`config.mk`:
```
export PLATFORM = sky130hd
export DESIGN_NAME = fft_s2p_buffer
export DESIGN_NICKNAME = d
export VERILOG_FILES = /design/src/rtl/fft_pkg.sv /design/src/rtl/fft_s2p_buffer.sv
export SDC_FILE = /design/constraint.sdc
export NUM_CORES = 1
export LEC_CHECK = 0
export ABC_AREA = 1
export CORE_AREA = 2 2 410 412
export CTS_CLUSTER_DIAMETER = 60
export DETAILED_ROUTE_END_ITERATION = 16
export DIE_AREA = 0 0 412 414
export PLACE_DENSITY_LB_ADDON = 0.08
export REMOVE_ABC_BUFFERS = 1
export SYNTH_ARGS = -nofsm -noshare
export SYNTH_HDL_FRONTEND = slang
export SYNTH_SLANG_ARGS = --single-unit
export TNS_END_PERCENT = 1
```
`constraint.sdc`:
```
create_clock -name clk -period 1.4 [get_ports clk]
set_input_delay 0.42 -clock clk [delete_from_list [all_inputs] [get_ports clk]]
set_output_delay 0.42 -clock clk [all_outputs]
set_load 0.02 [all_outputs]
```
`src/rtl/fft_pkg.sv`:
```
// Constants and complex-word helpers shared by all stages of the 16-point FFT.
// Twiddles are W_k = exp(-j*2*pi*k/16) in Q16.16, rounded to nearest.
package fft_pkg;

  localparam int N_POINT = 16;
  localparam int CPLX_W  = 64;
  localparam int PART_W  = 32;
  localparam int FRAC_Q  = 16;

  localparam logic [PART_W-1:0] W0_RE = 32'h0001_0000;
  localparam logic [PART_W-1:0] W0_IM = 32'h0000_0000;
  localparam logic [PART_W-1:0] W1_RE = 32'h0000_EC83;
  localparam logic [PART_W-1:0] W1_IM = 32'hFFFF_9E08;
  localparam logic [PART_W-1:0] W2_RE = 32'h0000_B505;
  localparam logic [PART_W-1:0] W2_IM = 32'hFFFF_4AFB;
  localparam logic [PART_W-1:0] W3_RE = 32'h0000_61F8;
  localparam logic [PART_W-1:0] W3_IM = 32'hFFFF_137D;
  localparam logic [PART_W-1:0] W4_RE = 32'h0000_0000;
  localparam logic [PART_W-1:0] W4_IM = 32'hFFFF_0000;
  localparam logic [PART_W-1:0] W5_RE = 32'hFFFF_9E08;
  localparam logic [PART_W-1:0] W5_IM = 32'hFFFF_137D;
  localparam logic [PART_W-1:0] W6_RE = 32'hFFFF_4AFB;
  localparam logic [PART_W-1:0] W6_IM = 32'hFFFF_4AFB;
  localparam logic [PART_W-1:0] W7_RE = 32'hFFFF_137D;
  localparam logic [PART_W-1:0] W7_IM = 32'hFFFF_9E08;

  typedef logic [CPLX_W-1:0] cplx_t;

  function automatic cplx_t make_cplx(input logic [PART_W-1:0] re, input logic [PART_W-1:0] im);
    return {re, im};
  endfunction

endpackage

```
`src/rtl/fft_s2p_buffer.sv`:
```
// Serial-to-parallel front end of the FFT: gathers 16 Q8.8 samples into a fill
// bank and publishes a whole Q16.16 complex frame at once with a one-cycle strobe.
module fft_s2p_buffer
  import fft_pkg::*;
#(
  parameter int IN_W    = 16,
  parameter int PAD_LSB = 8
) (
  input  logic              clk,
  input  logic              rst,
  input  logic              fir_valid,
  input  logic [IN_W-1:0]   fir_d,
  output logic [CPLX_W-1:0] fft_data0_out,
  output logic [CPLX_W-1:0] fft_data1_out,
  output logic [CPLX_W-1:0] fft_data2_out,
  output logic [CPLX_W-1:0] fft_data3_out,
  output logic [CPLX_W-1:0] fft_data4_out,
  output logic [CPLX_W-1:0] fft_data5_out,
  output logic [CPLX_W-1:0] fft_data6_out,
  output logic [CPLX_W-1:0] fft_data7_out,
  output logic [CPLX_W-1:0] fft_data8_out,
  output logic [CPLX_W-1:0] fft_data9_out,
  output logic [CPLX_W-1:0] fft_data10_out,
  output logic [CPLX_W-1:0] fft_data11_out,
  output logic [CPLX_W-1:0] fft_data12_out,
  output logic [CPLX_W-1:0] fft_data13_out,
  output logic [CPLX_W-1:0] fft_data14_out,
  output logic [CPLX_W-1:0] fft_data15_out,
  output logic              fft_valid,
  output logic [3:0]        frame_cnt
);

  localparam logic [3:0] LAST_IDX = 4'(N_POINT - 1);

  logic [PART_W-1:0] sample_re_s;
  cplx_t             sample_cplx_s;
  logic [3:0]        wr_idx_r;
  logic [3:0]        frame_cnt_r;
  logic              fft_valid_r;
  cplx_t             fill_bank_r [N_POINT];
  cplx_t             out_bank_r  [N_POINT];

  // Q8.8 -> Q16.16: sign-extend above, pad zeros below, nothing else.
  assign sample_re_s = {{(PART_W-IN_W-PAD_LSB){fir_d[IN_W-1]}}, fir_d, {PAD_LSB{1'b0}}};

  // Pack the formatted real part with a zero imaginary part.
  always_comb begin
    sample_cplx_s = make_cplx(sample_re_s, 32'h0000_0000);
  end

  // Fill bank, output bank, frame strobe and frame counter.
  always_ff @(posedge clk or negedge rst) begin
    if (!rst) begin
      wr_idx_r    <= 4'd0;
      frame_cnt_r <= 4'd0;
      fft_valid_r <= 1'b0;
      for (int i = 0; i < N_POINT; i++) begin
        fill_bank_r[i] <= '0;
        out_bank_r[i]  <= '0;
      end
    end else begin
      fft_valid_r <= 1'b0;
      if (fir_valid) begin
        fill_bank_r[wr_idx_r] <= sample_cplx_s;
        wr_idx_r              <= wr_idx_r + 4'd1;
        // The 16th sample bypasses the fill bank so the frame lands with no extra cycle.
        if (wr_idx_r == LAST_IDX) begin
          for (int i = 0; i < N_POINT - 1; i++) begin
            out_bank_r[i] <= fill_bank_r[i];
          end
          out_bank_r[N_POINT-1] <= sample_cplx_s;
          fft_valid_r           <= 1'b1;
          frame_cnt_r           <= frame_cnt_r + 4'd1;
        end else begin
          fft_valid_r <= 1'b0;
        end
      end else begin
        wr_idx_r <= wr_idx_r;
      end
    end
  end

  assign fft_valid      = fft_valid_r;
  assign frame_cnt      = frame_cnt_r;
  assign fft_data0_out  = out_bank_r[0];
  assign fft_data1_out  = out_bank_r[1];
  assign fft_data2_out  = out_bank_r[2];
  assign fft_data3_out  = out_bank_r[3];
  assign fft_data4_out  = out_bank_r[4];
  assign fft_data5_out  = out_bank_r[5];
  assign fft_data6_out  = out_bank_r[6];
  assign fft_data7_out  = out_bank_r[7];
  assign fft_data8_out  = out_bank_r[8];
  assign fft_data9_out  = out_bank_r[9];
  assign fft_data10_out = out_bank_r[10];
  assign fft_data11_out = out_bank_r[11];
  assign fft_data12_out = out_bank_r[12];
  assign fft_data13_out = out_bank_r[13];
  assign fft_data14_out = out_bank_r[14];
  assign fft_data15_out = out_bank_r[15];

endmodule

```
## After elaboration in Yosys (flattened, before gate mapping)

Cells that the tools add are included.

- Output and inout port bits: 1029
- Register bits: 2009
- Logic and storage cells: 48

- Add/sub/neg operators: 2
- Order comparisons: 2
- Multiplexer cells: 5
- Bitwise logic cells: 1
- Reduce and logical (&&, ||, !) cells: 2
- Equal/unequal tests: 1

Operators with widths:

| operator | number |
|---|---|
| 1024-bit bitwise mux | 1 |
| 64-bit demux with 4-bit select | 1 |
| 64-bit two-way mux | 1 |
| 4-bit by 1-bit adder with 4-bit output, second input constant | 2 |
| 5-bit greater-or-equal comparator, second input constant | 1 |
| 5-bit by 1-bit < comparator with 1-bit output, second input constant | 1 |
| 4-bit inverter with 5-bit output | 1 |
| 4-bit equality test, second input constant | 1 |
| 1-bit two-way mux | 2 |
| 2-bit AND reduction | 1 |
| 1-bit logical AND | 1 |

## Depth between registers and ports, before layout

- Depth in word-level cells: 6
- Mapped depth: 8
- Mapped depth without buffers: 7

## Least setup slack after synthesis

Ideal clock, no wire load.

- Kind: register to register
- Start point: register wr_idx_r[0]
- End point: register out_bank_r (netlist bit fft_data0_out[62])
- Cell stages (with the launch flop): 9
- Arrival time: 1268 ps
- Setup slack: 13 ps
- Path through: dfrtp_1 -> ha_1 -> nand2_2 -> nor2_2 -> buf_4 -> buf_6 -> buf_6 -> nand2_1 -> nand2_1

- Word-level cells in the longest chain between the ends: 2

RTL lines:

| what | line | RTL |
|---|---|---|
| start, declared | fft_s2p_buffer.sv:37 | `logic [3:0] wr_idx_r;` |
| start signal, assigned | fft_s2p_buffer.sv:65 | `wr_idx_r <= wr_idx_r + 4'd1;` |
| start signal, assigned | fft_s2p_buffer.sv:78 | `wr_idx_r <= wr_idx_r;` |
| 4-bit equality test | fft_s2p_buffer.sv:67 | `if (wr_idx_r == LAST_IDX) begin` |
| 2-bit AND reduction (no source line) | -- |  |
| end signal, assigned by index | fft_s2p_buffer.sv:69 | `out_bank_r[i] <= fill_bank_r[i];` |
| end signal, assigned by index | fft_s2p_buffer.sv:71 | `out_bank_r[N_POINT-1] <= sample_cplx_s;` |
| end, declared | fft_s2p_buffer.sv:41 | `cplx_t out_bank_r [N_POINT];` |

Every way passes these cells.
A chain may end at the register's enable or synchronous reset.

==> out/qor.yml <==
drt:
  antenna_left: 0
  post_drt_via_cell_ratio: 3.00
  drc: 0
  drt-initial-drc-count: 608
  vias: 16200
  wl_per_cell_um: 15.3
  firstDrtPassIters: 5
  routed_wl_um: 82300
worst_setup_path:
  path_class: "flip-flop to output port"
  worstReg2RegStart: "wr_idx_r[1]"
  worst-path-max-fanout: 5
  critical_path_arrival_ps: 1390
  r2r-end: "fill_bank_r[176]"
  r2r_slack_ps: -200
  required_ps: 980
  r2r_cells: 9
  cp-end-kind: "output port"
  startpoint_type: "flip-flop"
outcome:
  violations: "setup timing"
  run_status: "finished, violations left"
clock_tree:
  clk_latency_ps: 680
  cts.sinks: 505
  numCtsBuffers: 88
  path_clk_slew_ps: 50
  clk_path_buf_depth: 3
  htreeDepth: 3
  cts_tree: "done"
  root_buffer: "clkbuf_16"
placed_design:
  hpwl_um: 56900
  post-place-ws_ps: -678
  io_buffers: 407
  gp_congestion: 0.636
synthesis:
  syn_inst: 2703
  yosysSeqAreaShare: 0.519
  netlist_area_mm2: 0.0244
  yosys_warnings: 0
  synth_seq_cells: 505
  synth_cell_types: 20
  syn_area_per_cell_um2: 9.01
power_and_ir_drop:
  ir_drop_v: 0.000825
  power.leakage_nw: 16.7
  powerDensity_mw_per_mm2: 2230
sta:
  finalHoldWorstSlack_ps: 261
  final.setup.tns_ps: -156080
  skew_ps: 18.3
  finalSetupViolations: 869
  rsz0062_at_grt: "true"
  max_clock_freq_mhz: 553
  hold_viol_final: 0
  fin_ws_ps: -408
  slew_violations: 0
  period_minus_slack_ps: 1810
  finalCritPeriodShare: 1.29
layout:
  largest_register: "fill_bank_r"
  area_growth_pct: 32.7
  largest_register_ffs: 240
  layout.nets: 3135
  fill_cells: 18600
  drive_gt1_frac: 0.233
  mostFrequentLayoutCell: "nand2_1"
  final_cell_mix: "nand2_1 (905), conb_1 (640), dfrtp_1 (481)"
floorplanning:
  die_w_um: 412
  ioPinCount: 1048
  core_area_mm2: 0.166
  start_util: 0.147
  placementRows: 150
  die_area_mm2: 0.171
  dieHeight_um: 414
hold_path:
  hold_path_class: "input pin to asynchronous set/reset pin"
grt:
  overflow: 0
  grt_pass1_wl_um: 118000
  globalRouteTotalUtil: 0.0944
  grt_max_degree: 62
  grt_pass1_vias: 15800
  antenna_found_initial: 11
job:
  cap_violations: 0
synth_stat cells:
cell | instances | area, um2
inv_2 | 1 | 3.75
buf_4 | 770 | 5780
clkbuf_1 | 57 | 214
ha_1 | 5 | 62.6
nand2_1 | 921 | 3460
inv_1 | 60 | 225
nor2_2 | 1 | 6.26
buf_6 | 11 | 124
nand4_1 | 1 | 6.26
o21ai_1 | 25 | 125
xnor2_1 | 1 | 8.76
o21ai_0 | 256 | 1280
conb_1 | 1 | 3.75
buf_2 | 49 | 245
dfrtp_1 | 505 | 12600
nor2_1 | 20 | 75.1
nand2_2 | 1 | 6.26
a21oi_1 | 13 | 65.1
nand3_1 | 2 | 10.0
xor2_1 | 3 | 26.3
logic make-up after synthesis:
family	after synthesis	share of synthesized area
compound gates	294	0.0604
xor+xnor	4	0.00144
fa+ha+maj	5	0.00257
buf+inv	948	0.271
flops	505	0.519
other cells	1	0.000154
simple gates	946	0.146
through the flow:
step           area (um2)  utilization  power (mW)  cells
2_1_floorplan       20400            -        35.4   2455
3_3_place_gp        29200        0.175        49.8   5194
3_5_place_dp        29200        0.175        49.7   5194
4_1_cts             32000        0.193        72.8   5381
5_1_grt             32300        0.194        77.3   5384
6_report            32300        0.194        72.2   5389
timing repair:
item                                   in CTS  in global routing
hold buffers                                1                  0
buffers inserted                           27                  3
setup endpoints to repair                 890                890
endpoints found under the hold margin     456                  0
resized for setup                        1077                680
pin swaps                                   0                  0
per-layer routing:
layer,share of wire,vias to the layer above,global-route usage
met2,0.48,566,0.154
met1,0.44,7655,0.120
met4,0.022,6,0.0270
met5,0.00039,-,0
met3,0.063,107,0.0274
li1,-,7823,-
worst max-delay path, stage by stage (launching register included):
cell and delay [ps]:
dfrtp_1 420, buf_12 150, buf_2 160
how the worst max path moves through the flow:
stage	start	end	slack, ps
after floorplan	wr_idx_r[0]	fft_data12_out[50]	-7910
after global placement	fir_valid	fft_data11_out[41]	-630
after detailed placement	fir_valid	fft_data9_out[49]	-680
after CTS	fft_data7_out[62]	fft_data7_out[58]	-510
after global routing	fft_data8_out[62]	fft_data8_out[58]	-510
final	fft_data7_out[62]	fft_data7_out[56]	-410
report_power, final:
part / internal (mW) / leakage (nW) / total, mW / switching [mW]
clock network: 15.3 / 1.54 / 23.4 / 8.07
logic: 9.95 / 8.72 / 24.3 / 14.4
registers: 20.6 / 6.49 / 24.5 / 3.91
area by class of cell:
class | count | area [um2] | share of cell area
Antenna cell | 5 | 12.5 | 0.000387
Clock buffer | 124 | 2560 | 0.0791
Clock inverter | 35 | 608 | 0.0188
Inverter | 61 | 241 | 0.00747
Multi-Input combinational cell | 1889 | 7600 | 0.235
Sequential cell | 505 | 12700 | 0.392
Tap cell | 2204 | 2760 | 0.0853
Timing Repair Buffer | 566 | 5880 | 0.182
Power figures use the tool's default switching activity.
